File: src/rtl/fitness_eval_ctrl.sv
// Evaluation-pass sequencer: loads the energy config into fitness_eval, streams the population
// through it, writes the returned energies to the fitness RAM. Optional macro: FIT_BEST_TRACK_EN.
module fitness_eval_ctrl #(
   parameter int NUM_PARTICLE_TYPE = 3,
   parameter int DATA_WIDTH        = 4,
   parameter int PARTICLE_LENGTH   = 2,
   parameter int LATTICE_LENGTH    = 11,
   parameter int SELF_FIT_LENGTH   = 10,
   parameter int INDIVIDUAL_LENGTH = LATTICE_LENGTH*PARTICLE_LENGTH,
   parameter int POP_SIZE          = 50,
   parameter int IDX_WIDTH         = 6
) (
   input  logic                                                  clk_i,
   input  logic                                                  rst_n,
   input  logic                                                  start_i,
   input  logic [NUM_PARTICLE_TYPE*DATA_WIDTH-1:0]               self_energy_vec_i,
   input  logic [NUM_PARTICLE_TYPE*NUM_PARTICLE_TYPE*DATA_WIDTH-1:0] interact_matrix_i,
   output logic                                                  busy_o,
   output logic                                                  done_o,
   output logic                                                  err_o,
   output logic                                                  pop_rd_en_o,
   output logic [IDX_WIDTH-1:0]                                  pop_rd_addr_o,
   input  logic [INDIVIDUAL_LENGTH-1:0]                          pop_rd_data_i,
   output logic                                                  fe_set_data_o,
   output logic [NUM_PARTICLE_TYPE*DATA_WIDTH-1:0]               fe_self_energy_vec_o,
   output logic [NUM_PARTICLE_TYPE*NUM_PARTICLE_TYPE*DATA_WIDTH-1:0] fe_interact_matrix_o,
   output logic                                                  fe_in_valid_o,
   output logic [INDIVIDUAL_LENGTH-1:0]                          fe_individual_vec_o,
   output logic [IDX_WIDTH-1:0]                                  fe_ind_idx_o,
   input  logic                                                  fe_out_valid_i,
   input  logic [SELF_FIT_LENGTH-1:0]                            fe_total_energy_i,
   input  logic [IDX_WIDTH-1:0]                                  fe_ind_wb_idx_i,
   output logic                                                  fit_wr_en_o,
   output logic [IDX_WIDTH-1:0]                                  fit_wr_addr_o,
   output logic [SELF_FIT_LENGTH-1:0]                            fit_wr_data_o,
   output logic [SELF_FIT_LENGTH-1:0]                            best_energy_o,
   output logic [IDX_WIDTH-1:0]                                  best_idx_o
);
   localparam int SE_W = NUM_PARTICLE_TYPE*DATA_WIDTH;
   localparam int IM_W = NUM_PARTICLE_TYPE*NUM_PARTICLE_TYPE*DATA_WIDTH;
   localparam logic [IDX_WIDTH-1:0] LAST_IDX = IDX_WIDTH'(POP_SIZE-1);
   localparam logic [IDX_WIDTH-1:0] POP_CNT  = IDX_WIDTH'(POP_SIZE);

   typedef enum logic [2:0] {
      IDLE  = 3'd0,
      CFG   = 3'd1,
      ISSUE = 3'd2,
      DRAIN = 3'd3,
      DONE  = 3'd4
   } state_t;

   state_t                     state_r, state_s;
   logic [IDX_WIDTH-1:0]       iss_cnt_r, iss_cnt_s;
   logic [IDX_WIDTH-1:0]       ret_cnt_r, ret_cnt_s;
   logic                       start_acc_s, ret_fire_s;
   logic                       set_data_s, rd_en_s, done_s;
   logic                       busy_r, done_r, err_r, set_data_r, rd_en_r, in_valid_r;
   logic [IDX_WIDTH-1:0]       ind_idx_r;
   logic [SE_W-1:0]            se_r;
   logic [IM_W-1:0]            im_r;
   logic                       wr_en_r;
   logic [IDX_WIDTH-1:0]       wr_addr_r;
   logic [SELF_FIT_LENGTH-1:0] wr_data_r;

   // Next-state, counter and strobe decode for the pass sequencer
   always_comb begin
      state_s     = state_r;
      iss_cnt_s   = iss_cnt_r;
      start_acc_s = 1'b0;
      set_data_s  = 1'b0;
      rd_en_s     = 1'b0;
      done_s      = 1'b0;
      ret_fire_s  = fe_out_valid_i && (state_r != IDLE);
      if (ret_fire_s) begin
         ret_cnt_s = ret_cnt_r + IDX_WIDTH'(1);
      end else begin
         ret_cnt_s = ret_cnt_r;
      end
      case (state_r)
         IDLE: begin
            if (start_i) begin
               start_acc_s = 1'b1;
               set_data_s  = 1'b1;
               iss_cnt_s   = {IDX_WIDTH{1'b0}};
               ret_cnt_s   = {IDX_WIDTH{1'b0}};
               state_s     = CFG;
            end else begin
               state_s = IDLE;
            end
         end
         CFG: begin
            rd_en_s = 1'b1;
            state_s = ISSUE;
         end
         ISSUE: begin
            // rd_en_r already covers the read at iss_cnt_r; decide whether another follows
            if (iss_cnt_r == LAST_IDX) begin
               iss_cnt_s = {IDX_WIDTH{1'b0}};
               state_s   = DRAIN;
            end else begin
               iss_cnt_s = iss_cnt_r + IDX_WIDTH'(1);
               rd_en_s   = 1'b1;
               state_s   = ISSUE;
            end
         end
         DRAIN: begin
            // Finishing on the same edge as the last result keeps done_o aligned with its write
            if (ret_cnt_s == POP_CNT) begin
               done_s  = 1'b1;
               state_s = DONE;
            end else begin
               state_s = DRAIN;
            end
         end
         DONE: begin
            state_s = IDLE;
         end
         default: begin
            state_s = IDLE;
         end
      endcase
   end

   // Sequencer state, issue pipeline, captured config and fitness write-back registers
   always_ff @(posedge clk_i or negedge rst_n) begin
      if (!rst_n) begin
         state_r    <= IDLE;
         iss_cnt_r  <= {IDX_WIDTH{1'b0}};
         ret_cnt_r  <= {IDX_WIDTH{1'b0}};
         busy_r     <= 1'b0;
         done_r     <= 1'b0;
         err_r      <= 1'b0;
         set_data_r <= 1'b0;
         rd_en_r    <= 1'b0;
         in_valid_r <= 1'b0;
         ind_idx_r  <= {IDX_WIDTH{1'b0}};
         se_r       <= {SE_W{1'b0}};
         im_r       <= {IM_W{1'b0}};
         wr_en_r    <= 1'b0;
         wr_addr_r  <= {IDX_WIDTH{1'b0}};
         wr_data_r  <= {SELF_FIT_LENGTH{1'b0}};
      end else begin
         state_r    <= state_s;
         iss_cnt_r  <= iss_cnt_s;
         ret_cnt_r  <= ret_cnt_s;
         busy_r     <= (state_s != IDLE);
         done_r     <= done_s;
         set_data_r <= set_data_s;
         rd_en_r    <= rd_en_s;
         in_valid_r <= rd_en_r;
         if (rd_en_r) begin
            ind_idx_r <= iss_cnt_r;
         end
         if (start_acc_s) begin
            se_r <= self_energy_vec_i;
            im_r <= interact_matrix_i;
         end
         // Out-of-order return is flagged but the write still lands where the evaluator says
         if (start_acc_s) begin
            err_r <= 1'b0;
         end else if (ret_fire_s && (fe_ind_wb_idx_i != ret_cnt_r)) begin
            err_r <= 1'b1;
         end
         wr_en_r <= ret_fire_s;
         if (ret_fire_s) begin
            wr_addr_r <= fe_ind_wb_idx_i;
            wr_data_r <= fe_total_energy_i;
         end
      end
   end

`ifdef FIT_BEST_TRACK_EN
   logic [SELF_FIT_LENGTH-1:0] best_e_r;
   logic [IDX_WIDTH-1:0]       best_i_r;

   // Running minimum; strict less-than keeps the earliest index on ties
   always_ff @(posedge clk_i or negedge rst_n) begin
      if (!rst_n) begin
         best_e_r <= {SELF_FIT_LENGTH{1'b1}};
         best_i_r <= {IDX_WIDTH{1'b0}};
      end else if (start_acc_s) begin
         best_e_r <= {SELF_FIT_LENGTH{1'b1}};
         best_i_r <= {IDX_WIDTH{1'b0}};
      end else if (ret_fire_s && (fe_total_energy_i < best_e_r)) begin
         best_e_r <= fe_total_energy_i;
         best_i_r <= fe_ind_wb_idx_i;
      end
   end

   assign best_energy_o = best_e_r;
   assign best_idx_o    = best_i_r;
`else
   assign best_energy_o = {SELF_FIT_LENGTH{1'b0}};
   assign best_idx_o    = {IDX_WIDTH{1'b0}};
`endif

   assign busy_o               = busy_r;
   assign done_o               = done_r;
   assign err_o                = err_r;
   assign pop_rd_en_o          = rd_en_r;
   assign pop_rd_addr_o        = iss_cnt_r;
   assign fe_set_data_o        = set_data_r;
   assign fe_self_energy_vec_o = se_r;
   assign fe_interact_matrix_o = im_r;
   assign fe_in_valid_o        = in_valid_r;
   assign fe_ind_idx_o         = ind_idx_r;
   assign fe_individual_vec_o  = in_valid_r ? pop_rd_data_i : {INDIVIDUAL_LENGTH{1'b0}};
   assign fit_wr_en_o          = wr_en_r;
   assign fit_wr_addr_o        = wr_addr_r;
   assign fit_wr_data_o        = wr_data_r;

endmodule
File: config.mk
export PLATFORM = sky130hd
export DESIGN_NAME = fitness_eval_ctrl
export DESIGN_NICKNAME = d
export VERILOG_FILES = /design/src/rtl/fitness_eval_ctrl.sv
export SDC_FILE = /design/constraint.sdc
export NUM_CORES = 1
export LEC_CHECK = 0
export ABC_AREA = 1
export BUFFER_PORTS_ARGS = -buffer_cell sky130_fd_sc_hd__buf_2
export CAP_MARGIN = 40
export CORE_ASPECT_RATIO = 1.2
export CORE_MARGIN = 3
export CORE_UTILIZATION = 35
export DETAILED_ROUTE_END_ITERATION = 12
export RECOVER_POWER = 100
export SLEW_MARGIN = 20
export SYNTH_ARGS = -nofsm -noshare
export SYNTH_HDL_FRONTEND = slang
export SYNTH_SLANG_ARGS = --single-unit
File: constraint.sdc
create_clock -name clk_i -period 1.7 [get_ports clk_i]
set_input_delay 0.34 -clock clk_i [delete_from_list [all_inputs] [get_ports clk_i]]
set_output_delay 0.34 -clock clk_i [all_outputs]
set_load 0.02 [all_outputs]
# After elaboration in Yosys (flattened, before gate mapping)
# Index checks and enable logic that the tools add are counted.
# op_classes
add_sub_neg	2
eq_ne	7
mux	19
reduce_logical	8
# op_table
cell	count
$mux W6	5
$mux W22	1
$add A6 B1 Y6 const B	2
$eq A6 B6 Y1 const B	2
$pmux W3 S4	1
$pmux W6 S2	1
$mux W1	9
$eq A3 B2 Y1 const B	2
$ne A6 B6 Y1	1
$reduce_bool A3 Y1	2
$reduce_bool A2 Y1	2
$eq A3 B1 Y1 const B	1
$logic_not A3 Y1	1
$mux W3	1
$logic_and A1 B1 Y1	2
$ne A2 B2 Y1 const B	1
$pmux W1 S2	1
$reduce_and A2 Y1	1
# totals
ff_bits	92
out_inout_bits	121
word_cells	51

# Depth between registers and ports, before layout
# Gate-level depths: netlist of the first run.
# logic_depth
word_depth	7
depth_mapped	11
ltp_nobuf	10

# Least setup slack after synthesis of the first run
# OpenSTA, ideal clock, no wires.
# synth_path
kind	flip-flop to flip-flop
startpoint	reg ret_cnt_r[0]
endpoint	reg busy_r (netlist: busy_o)
setup_time_ns	0.124
arrival_ns	1.288
setup_slack_ns	0.288
stages_incl_launch_ff	9
synth_period_minus_slack_ns	1.412
path_cell_list	dfrtp_1 > ha_1 > xor2_1 > nand2_4 > nand2_1 > nor2_2 > nand3_2 > nand2_2 > nand3_1
# synth_between
elab_chain_len	6
# synth_rtl
element	line_no	source
from (decl)	54	logic [IDX_WIDTH-1:0] ret_cnt_r, ret_cnt_s;
from (signal assigned)	129	ret_cnt_r <= {IDX_WIDTH{1'b0}};
from (signal assigned)	145	ret_cnt_r <= ret_cnt_s;
$add A6 B1 Y6	75	ret_cnt_s = ret_cnt_r + IDX_WIDTH'(1);
$mux W6 *	74	if (ret_fire_s) begin
$eq A6 B6 Y1 *	108	if (ret_cnt_s == POP_CNT) begin
$mux W3 *	108	
$pmux W3 S4 *	79	case (state_r)
$reduce_bool A3 Y1 *	146	busy_r <= (state_s != IDLE);
to (signal assigned)	146	
to (decl)	57	logic busy_r, done_r, err_r, set_data_r, rd_en_r, in_valid_r;
# Mark *: on every way between the ends. The rest lies on a longest branch, timed or not.
# A chain may end at the register's enable or synchronous reset.

# Worst setup path in the final report of the first run
# layout_path
startpoint	reg in_valid_r (netlist: fe_in_valid_o)
endpoint	out fe_individual_vec_o[11]
# layout_between
elab_chain_len	1
# layout_rtl
element	line_no	source
from (decl)	57	
from (signal assigned)	150	in_valid_r <= rd_en_r;
$mux W22	207	assign fe_individual_vec_o = in_valid_r ? pop_rd_data_i : {INDIVIDUAL_LENGTH{1'b0}};
to (decl)	28	output logic [INDIVIDUAL_LENGTH-1:0] fe_individual_vec_o,
# Every way passes these cells.

==> impl_metrics.ini, run 1 <==
[die]
dieArea_um2 = 13000
core-area_um2 = 11200
fp.dieH_um = 124
initial_core_util_pct = 36.4
die_w_um = 104
io_pins = 211
rows = 42

[power_and_ir_drop]
p_seq_share_pct = 37.4
p_comb_share_pct = 44.2
vdd_drop_max_v = 0.000768
switchingPower_mw = 4.52
cellPowerDensity_nw_per_um2 = 1860
totalPowerFinal_mw = 9.98
power.internal_mw = 5.46
swShare_pct = 45.3
leakage_nw = 3.05
clkPwrFrac_pct = 18.4

[route]
vias = 3655
drcViolationCount = 0
detail_route.wl_per_cell_um = 12.0
drtIter0Drc = 123
dr.pass1.iters = 5
postRouteAntennaNets = 0
via_per_inst = 4.33
drt-total-wl_mm = 10.1

[clock_network]
path_clk_slew_ns = 0.06
cts_root_buf = clkbuf_16
post-cts-setup-buffer-count = 0
cts_max_level = 3
cts_buffers = 9
clock_path_buffers = 2
cts_tree = built
clk_latency_ns = 0.34
clock_sinks = 92

[sta]
finalHoldViolCount = 0
skew_ns = 0.00642
rsz0062_at_grt = false
slew_headroom_pct = 34.2
setup_tns_ns = 0
whs_ns = 0.195
fin_crit_sh_pct = 94.6
worst_pin_slew_ns = 0.987
setup_violations = 0
fin_crit_ns = 1.61
slew_viol_final = 0
max_freq_mhz = 622

[setup_path]
cp_data_required_time_ns = 1.36
startpoint_type = flip-flop
r2r_start = state_r[0]
critPathCaptureType = output pin
crit_chain = buf_4 -> nand2_1 -> inv_1 -> clkbuf_2
regToRegSetupSlack_ns = 0.19
cp_max_fo = 23
crit_slowest_cell = dfrtp_1
r2r_end = busy_o
slowest_delay_ns = 0.32
path_class = reg -> out
rr_worst_depth = 10
cp_top_family = buffers and inverters
cp_num_buf_inv = 3
cp.arrival_ns = 1.27

[worst_hold_path]
whs_endpoint = fit_wr_data_o[0]
min_path_cells = 3
min_path_type = in -> reg
hp-start = fe_total_energy_i[0]

[synth]
ys_types = 28
synth-main-ff-cell = dfrtp_1
yosysTopAreaCell = dfrtp_1
yosys_register_bits = 92
synth.avg_cell_area_um2 = 8.29
syn_inst = 491
synth_most_common_cell = nand2_1
synthArstFlopShare_pct = 100
synth-edff-count = 0
synth_common_cells = nand2_1 (243), dfrtp_1 (92), inv_1 (41)
netlist_area_um2 = 4070
yosys_warnings = 0
yosysTopAreaCellShare_pct = 56.6
seq_area_frac_synth_pct = 56.6
yosys-top-cells-area = dfrtp_1 (57%), nand2_1 (22%), inv_1 (3.8%)

[global_route]
grt_pass1_vias = 3479
grt_usage_pct = 15.4
grt_max_degree = 49
overflow = 0
grt_antenna_before_repair = 1
grt_first_pass_wirelength_mm = 16.1

[placed_design]
place_area_um2 = 5190
place_hpwl_mm = 7.64
dp_cells = 828
gp_congestion = 0.782
numPortBuffers = 194

[job]
drv_cap = 0

[status]
status = complete, no violations

[finish]
drive_gt1_share_pct = 21.6
area_delta_synth_final_pct = 31.7
final_cells = 845
design_area_um2 = 5360
fin_nets = 779
n_antenna_cell = 0
layer usage:
metal,track usage (%),wire length (µm),vias up
li1,-,-,1836
met3,5.96,1110,15
met2,25.7,4690,173
met5,0,11,-
met4,7.32,185,2
met1,17.5,4110,1629
what timing repair did:
action / 4_1_cts / 5_1_grt
gates resized for setup: 0 / 1
endpoints found under the hold margin: 14 / 0
hold buffers: 1 / 0
setup endpoints to repair: 0 / 1
power by group through the flow:
stage | Combinational (mW) | Clock [mW] | Sequential (mW)
CTS | 4.72 | 1.91 | 3.71
global route | 4.93 | 2.00 | 3.85
floorplan | 2.10 | 0 | 4.69
finish | 4.41 | 1.84 | 3.73
global placement | 4.65 | 0 | 3.70
detailed placement | 4.73 | 0 | 3.72
through the flow:
step	utilization, %	setup WS [ns]
2_1_floorplan	-	0.288
3_3_place_gp	46.4	0.211
3_5_place_dp	46.4	0.163
4_1_cts	48.9	0.0923
5_1_grt	47.9	0.0163
6_report	47.9	0.0926
state kept, by name, indices dropped and copies added, names as in the netlist, 3 cells and up:
register,flops
ret_cnt_r,6
fe_ind_idx_o,6
state_r,3
fit_wr_data_o,10
pop_rd_addr_o,6
fe_self_energy_vec_o,12
fit_wr_addr_o,6
fe_interact_matrix_o,36
worst max-delay path by stage:
stage	start	to	cells after the start
after floorplan	ret_cnt_r[0]	busy_o	8
after global placement	state_r[0]	busy_o	10
after detailed placement	ret_cnt_r[1]	busy_o	10
after CTS	fe_in_valid_o	fe_individual_vec_o[11]	4
after global routing	fe_in_valid_o	fe_individual_vec_o[11]	4
final	fe_in_valid_o	fe_individual_vec_o[11]	4
placed cells by master, fill, tap and decap left out:
master	Yosys	routed
nand2_1	243	243
dfrtp_1	92	91
buf_2	11	90
clkbuf_1	6	87
inv_1	41	41
clkbuf_2	0	22
nor2_1	18	18
conb_1	1	16
nand3_1	11	11
a21oi_1	10	10
clkbuf_16	0	9
xor2_1	6	6
o21ai_0	5	5
nand2_4	3	3
nand4_1	3	3
o22ai_1	3	3
mux2_2	3	3
ha_1	3	3
clkinvlp_4	0	3
buf_12	0	3
buf_4	16	3
nor2_4	1	2
inv_2	2	2
nand2_2	2	2
nor3_1	2	2
nor2_2	3	2
a21oi_2	1	1
nand3_2	1	1
o211ai_1	1	1
a31oi_1	1	1
clkbuf_8	0	1
dlygate4sd3_1	0	1
clkbuf_4	0	1
dfrtp_2	0	1
layout make-up:
| class | instances | area [µm²] |
|---|---|---|
| clock buffers | 13 | 250 |
| inverters | 43 | 161 |
| flip-flops and latches | 92 | 2300 |
| repair buffers | 204 | 976 |
| fillers | 1148 | 5830 |
| clock inverters | 3 | 22.5 |
| multi-input cells | 336 | 1460 |
| well taps | 154 | 193 |
kinds of logic (layout without fill, tap and decap cells):
family | count (synthesis) | in the layout | share of synthesized area, %
other cells | 1 | 16 | 0.0921
flops | 92 | 92 | 56.6
compound gates | 21 | 21 | 2.86
fa+ha+maj | 3 | 3 | 0.922
simple gates | 287 | 287 | 28.3
buf+inv | 78 | 263 | 9.19
mux | 3 | 3 | 0.830
xor+xnor | 6 | 6 | 1.29
worst register-to-register path, cell delays in order (launching register included):
cell     delay, ns
dfrtp_1       0.42
nor2_4        0.15
nand2_4       0.09
nand2_4       0.09
inv_2         0.12
nand2_1       0.09
nand2_1       0.07
nor2_2        0.11
nand3_2       0.10
nand2_2       0.09
nand3_1       0.06
Power figures use the tool's default switching activity.
==> inputs of run 2 (changes only) <==
clock period = 2 ns   (was 1.7 ns; I/O delays follow)
==> run 2 against run 1 <==
Cell count down 0.36%. Combinational power is 17% lower. Sequential power decreased by 15%. Critical path depth unchanged. Hold slack gained 0.068 ns. Non-clock buffer count shrank 2. Clock-buffer cell count unchanged. Critical path type unchanged. Critical endpoint unchanged.
==> impl_metrics.ini, run 2 (synthesis results as in run 1) <==
[setup_path]
cp_max_fo = 23
startpoint_type = flip-flop
cp.arrival_ns = 1.43
crit_top_cell = clkbuf_2
path_class = reg -> out
slowest_delay_ns = 0.36
cp_data_required_time_ns = 1.60
critPathCaptureType = output pin
crit_chain = clkbuf_2 -> nand2_1 -> inv_1 -> clkbuf_2
crit_slowest_cell = clkbuf_2

[sta]
setup_violations = 0
fin_crit_ns = 1.83
worst_pin_slew_ns = 0.771
skew_ns = 0.00417
rsz0062_at_grt = false
max_freq_mhz = 548
finalHoldViolCount = 0
slew_viol_final = 0
fin_crit_sh_pct = 91.3
slew_headroom_pct = 48.6
setup_tns_ns = 0

[clock_network]
cts_root_buf = clkbuf_16
clock_sinks = 92
cts_buffers = 9
cts_resized = 0
clk_latency_ns = 0.33
path_clk_slew_ns = 0.06
cts_tree = built
clock_path_buffers = 2
cts_max_level = 3

[worst_hold_path]
min_path_type = in -> reg

[global_route]
grt_antenna_before_repair = 0
grt_first_pass_wirelength_mm = 16.1
grt_max_degree = 52
overflow = 0
grt_usage_pct = 15.5
grt_pass1_vias = 3464

[route]
drtIter0Drc = 117
via_per_inst = 4.35
detail_route.wl_per_cell_um = 12.0
drt-total-wl_mm = 10.1
dr.pass1.iters = 4
drcViolationCount = 0
vias = 3665
postRouteAntennaNets = 0

[power_and_ir_drop]
vdd_drop_max_v = 0.000677
leakage_nw = 3.03
cellPowerDensity_nw_per_um2 = 1600

[die]
dieArea_um2 = 13000
fp.dieH_um = 124
rows = 42
die_w_um = 104
io_pins = 211
core-area_um2 = 11200
initial_core_util_pct = 36.4

[finish]
final_cell_mix = nand2_1 (243), buf_2 (101), clkbuf_1 (95)
final_cells = 842
n_antenna_cell = 0
fin_nets = 777
drive_gt1_share_pct = 19.6
largest_reg_flops = 36
final_common_cell = nand2_1
area_delta_synth_final_pct = 30.3

[status]
status = complete, no violations

[placed_design]
numPortBuffers = 194
gp_congestion = 0.778
dp_cells = 826
place_hpwl_mm = 7.78

[job]
drv_cap = 0
[run 2: per-layer routing]
| layer | share of wire [%] | global-route usage (%) | up-vias |
|---|---|---|---|
| li1 | - | - | 1824 |
| met1 | 41 | 18.0 | 1648 |
| met2 | 46 | 25.1 | 176 |
| met3 | 11 | 6.74 | 17 |
| met4 | 2.2 | 6.82 | 0 |
| met5 | 0 | 0 | - |
[run 2: report_power, final]
part	switching [mW]	total, mW	internal (mW)
clock network	0.649	1.64	0.995
registers	0.534	3.18	2.65
logic	2.62	3.67	1.05
[run 2: path summary, 6_finish.rpt]
kind                                           from                       end  slack, ns  depth (start not counted)
setup / recovery                      fe_in_valid_o   fe_individual_vec_o[11]       0.17                          4
hold / removal                 fe_total_energy_i[9]          fit_wr_data_o[9]       0.26                          3
setup reg to reg                         state_r[0]                    busy_o       0.25                         10
hold reg to reg            fe_interact_matrix_o[29]  fe_interact_matrix_o[29]       0.47                          2
max in group asynchronous                     rst_n          pop_rd_addr_o[0]       0.46                          3
min in group asynchronous                     rst_n  fe_interact_matrix_o[35]       0.50                          2
[run 2: critical path: cells and delay by family (launching register included)]
kind	cells	cell delay [ns]
and+or+nand+nor	1	0.15
DFF	1	0.32
buffers and inverters	3	0.62
[run 2: timing repair]
action / in CTS / in global routing
setup endpoints to repair: 0 / 0
buffers inserted: 0 / 0
hold endpoints to repair: 22 / 0
hold buffers: 1 / 0
[run 2: cell type report]
class	count	area, µm²
clock buffers	13	250
clock inverters	2	35.0
fillers	1162	5890
inverters	43	161
multi-input cells	336	1450
flip-flops and latches	92	2300
well taps	154	193
repair buffers	202	911
[run 2: metrics by stage]
| step | cell area, µm² | setup WS, ns | util [%] | hold WS, ns | power [mW] |
|---|---|---|---|---|---|
| after global routing | 5310 | 0.0743 | 47.4 | 0.255 | 9.19 |
| after CTS | 5450 | 0.305 | 48.6 | 0.246 | 8.84 |
| after detailed placement | 5150 | 0.293 | 46.0 | 0.322 | 7.15 |
| final | 5310 | 0.174 | 47.4 | 0.264 | 8.49 |
| after floorplan | 4130 | 0.588 | - | 0.104 | 5.78 |
| after global placement | 5150 | 0.269 | 46.0 | 0.320 | 7.08 |
==> inputs of run 3 (changes only) <==
RECOVER_POWER = unset   (was 100)
==> run 3 against run 2 <==
Design area grew 2.6%. Register-to-register slack improved by 0.08 ns. Clock skew grew 0.0012 ns. Wire length hardly changed. Maximum frequency grew 9.2%. Core utilization grew 1.3 points. Critical path depth rose by 3. Sequential power is essentially flat. Die area did not move. Combinational power rose by 6.3%. Largest cell class unchanged. Largest power group unchanged. Highest routed layer unchanged.
==> impl_metrics.ini, run 3 (synthesis results as in run 1) <==
[status]
status = complete, no violations

[setup_path]
crit_start = state_r[0]
endpoint = busy_o
rr_worst_depth = 7
startpoint_type = flip-flop
regToRegSetupSlack_ns = 0.33
cp.arrival_ns = 1.88
r2r_end = busy_o
path_class = reg -> reg
critPathCaptureType = flip-flop
r2r_start = state_r[0]
cp_data_required_time_ns = 2.21
cp_max_fo = 49

[global_route]
overflow = 0
grt_first_pass_wirelength_mm = 16.1
grt_max_degree = 52
grt_antenna_before_repair = 0
grt_pass1_vias = 3464
grt_usage_pct = 15.5

[worst_hold_path]
min_path_type = in -> reg

[finish]
fin_nets = 777
final_common_cell = nand2_1
design_area_um2 = 5450
largest_reg_flops = 36
num-fill-cells = 1094
n_antenna_cell = 0
area_delta_synth_final_pct = 33.8
drive_gt1_share_pct = 33.3
final_util_pct = 48.6
final_cell_mix = nand2_1 (243), buf_2 (193), dfrtp_1 (92)

[clock_network]
clock_sinks = 92
clock_path_buffers = 2
cts_tree = built
path_clk_slew_ns = 0.06
clk_latency_ns = 0.33
cts_root_buf = clkbuf_16
cts_resized = 0
cts_max_level = 3
cts_buffers = 9

[die]
fp.dieH_um = 124
die_w_um = 104
rows = 42
core-area_um2 = 11200
io_pins = 211
dieArea_um2 = 13000
initial_core_util_pct = 36.4

[power_and_ir_drop]
totalPowerFinal_mw = 8.71
leakage_nw = 3.34
vdd_drop_max_v = 0.000714
cellPowerDensity_nw_per_um2 = 1600

[placed_design]
gp_congestion = 0.778
place_ws_ns = 0.293
numPortBuffers = 194
place_hpwl_mm = 7.78
place_area_um2 = 5150

[route]
drt-total-wl_mm = 10.1
wl_met2_mm = 4.60
drtIter0Drc = 96
wl_met3_mm = 1.20
vias = 3696
dr.pass1.iters = 4
via_per_inst = 4.39
postRouteAntennaNets = 0
drt-met1-wl_mm = 4.09
drcViolationCount = 0
dr.max_layer_used = met4
detail_route.wl_per_cell_um = 12.0

[sta]
fin_crit_ns = 1.67
finalHoldViolCount = 0
slew_viol_final = 0
skew_ns = 0.00535
slew_headroom_pct = 48.0
setup_ws_ns = 0.328
worst_pin_slew_ns = 0.778
rsz0062_at_grt = false
setup_violations = 0
max_freq_mhz = 598
setup_tns_ns = 0
fin_crit_sh_pct = 83.6

[job]
drv_cap = 0
run 3: cell types whose count changed in the layout (fill, tap and decap cells not counted), moves of 4 or more:
| cell | previous run | this run |
|---|---|---|
| clkbuf_1 | 95 | 3 |
| clkbuf_2 | 4 | 0 |
| buf_4 | 3 | 7 |
| buf_2 | 101 | 193 |
run 3: metrics by stage:
stage / instances / hold slack, ns
after floorplan: 506 / 0.104
after global placement: 826 / 0.320
after detailed placement: 826 / 0.322
after CTS: 842 / 0.246
after global routing: 842 / 0.255
final: 842 / 0.263
run 3: worst min-delay path by stage:
stage                                from                        to  slack (ns)  depth (start not counted)
floorplan                           rst_n                    busy_o        0.10                          0
global placement                    rst_n  fe_interact_matrix_o[35]        0.32                          1
detailed placement                  rst_n   fe_self_energy_vec_o[2]        0.32                          1
CTS                  fe_total_energy_i[9]          fit_wr_data_o[9]        0.25                          3
global route        interact_matrix_i[23]  fe_interact_matrix_o[23]        0.26                          3
finish               fe_total_energy_i[9]          fit_wr_data_o[9]        0.26                          3
run 3: critical path, stage by stage, from the launching register on:
cell	delay [ns]
dfrtp_1	0.41
nor2_4	0.07
nand2_4	0.11
nor2_4	0.05
inv_2	0.56
o211ai_1	0.18
inv_1	0.09
nand3_1	0.08
run 3: what timing repair did:
item | 4_1_cts | 5_1_grt
hold buffers | 1 | 0
buffers inserted | 0 | 0
endpoints found under the hold margin | 22 | 0
run 3: cell type report:
type / instances / area, µm² / share of cell area, %
Sequential cell: 92 / 2300 / 42.3
Multi-Input combinational cell: 336 / 1460 / 26.7
Timing Repair Buffer: 202 / 1050 / 19.3
Clock buffer: 13 / 250 / 4.60
Tap cell: 154 / 193 / 3.54
Inverter: 43 / 161 / 2.96
Clock inverter: 2 / 35.0 / 0.643
run 3: report_power, final:
group | internal [mW] | total, mW | leakage, nW | switching (mW)
Combinational | 1.28 | 3.90 | 2.05 | 2.63
Clock | 0.995 | 1.64 | 0.140 | 0.648
Sequential | 2.65 | 3.16 | 1.15 | 0.514
Total | 4.92 | 8.71 | 3.34 | 3.79
run 3: routing by layer:
layer | up-vias | track usage, %
met2 | 194 | 25.1
li1 | 1825 | -
met1 | 1660 | 18.0
met4 | 0 | 6.82
met3 | 17 | 6.74
met5 | - | 0
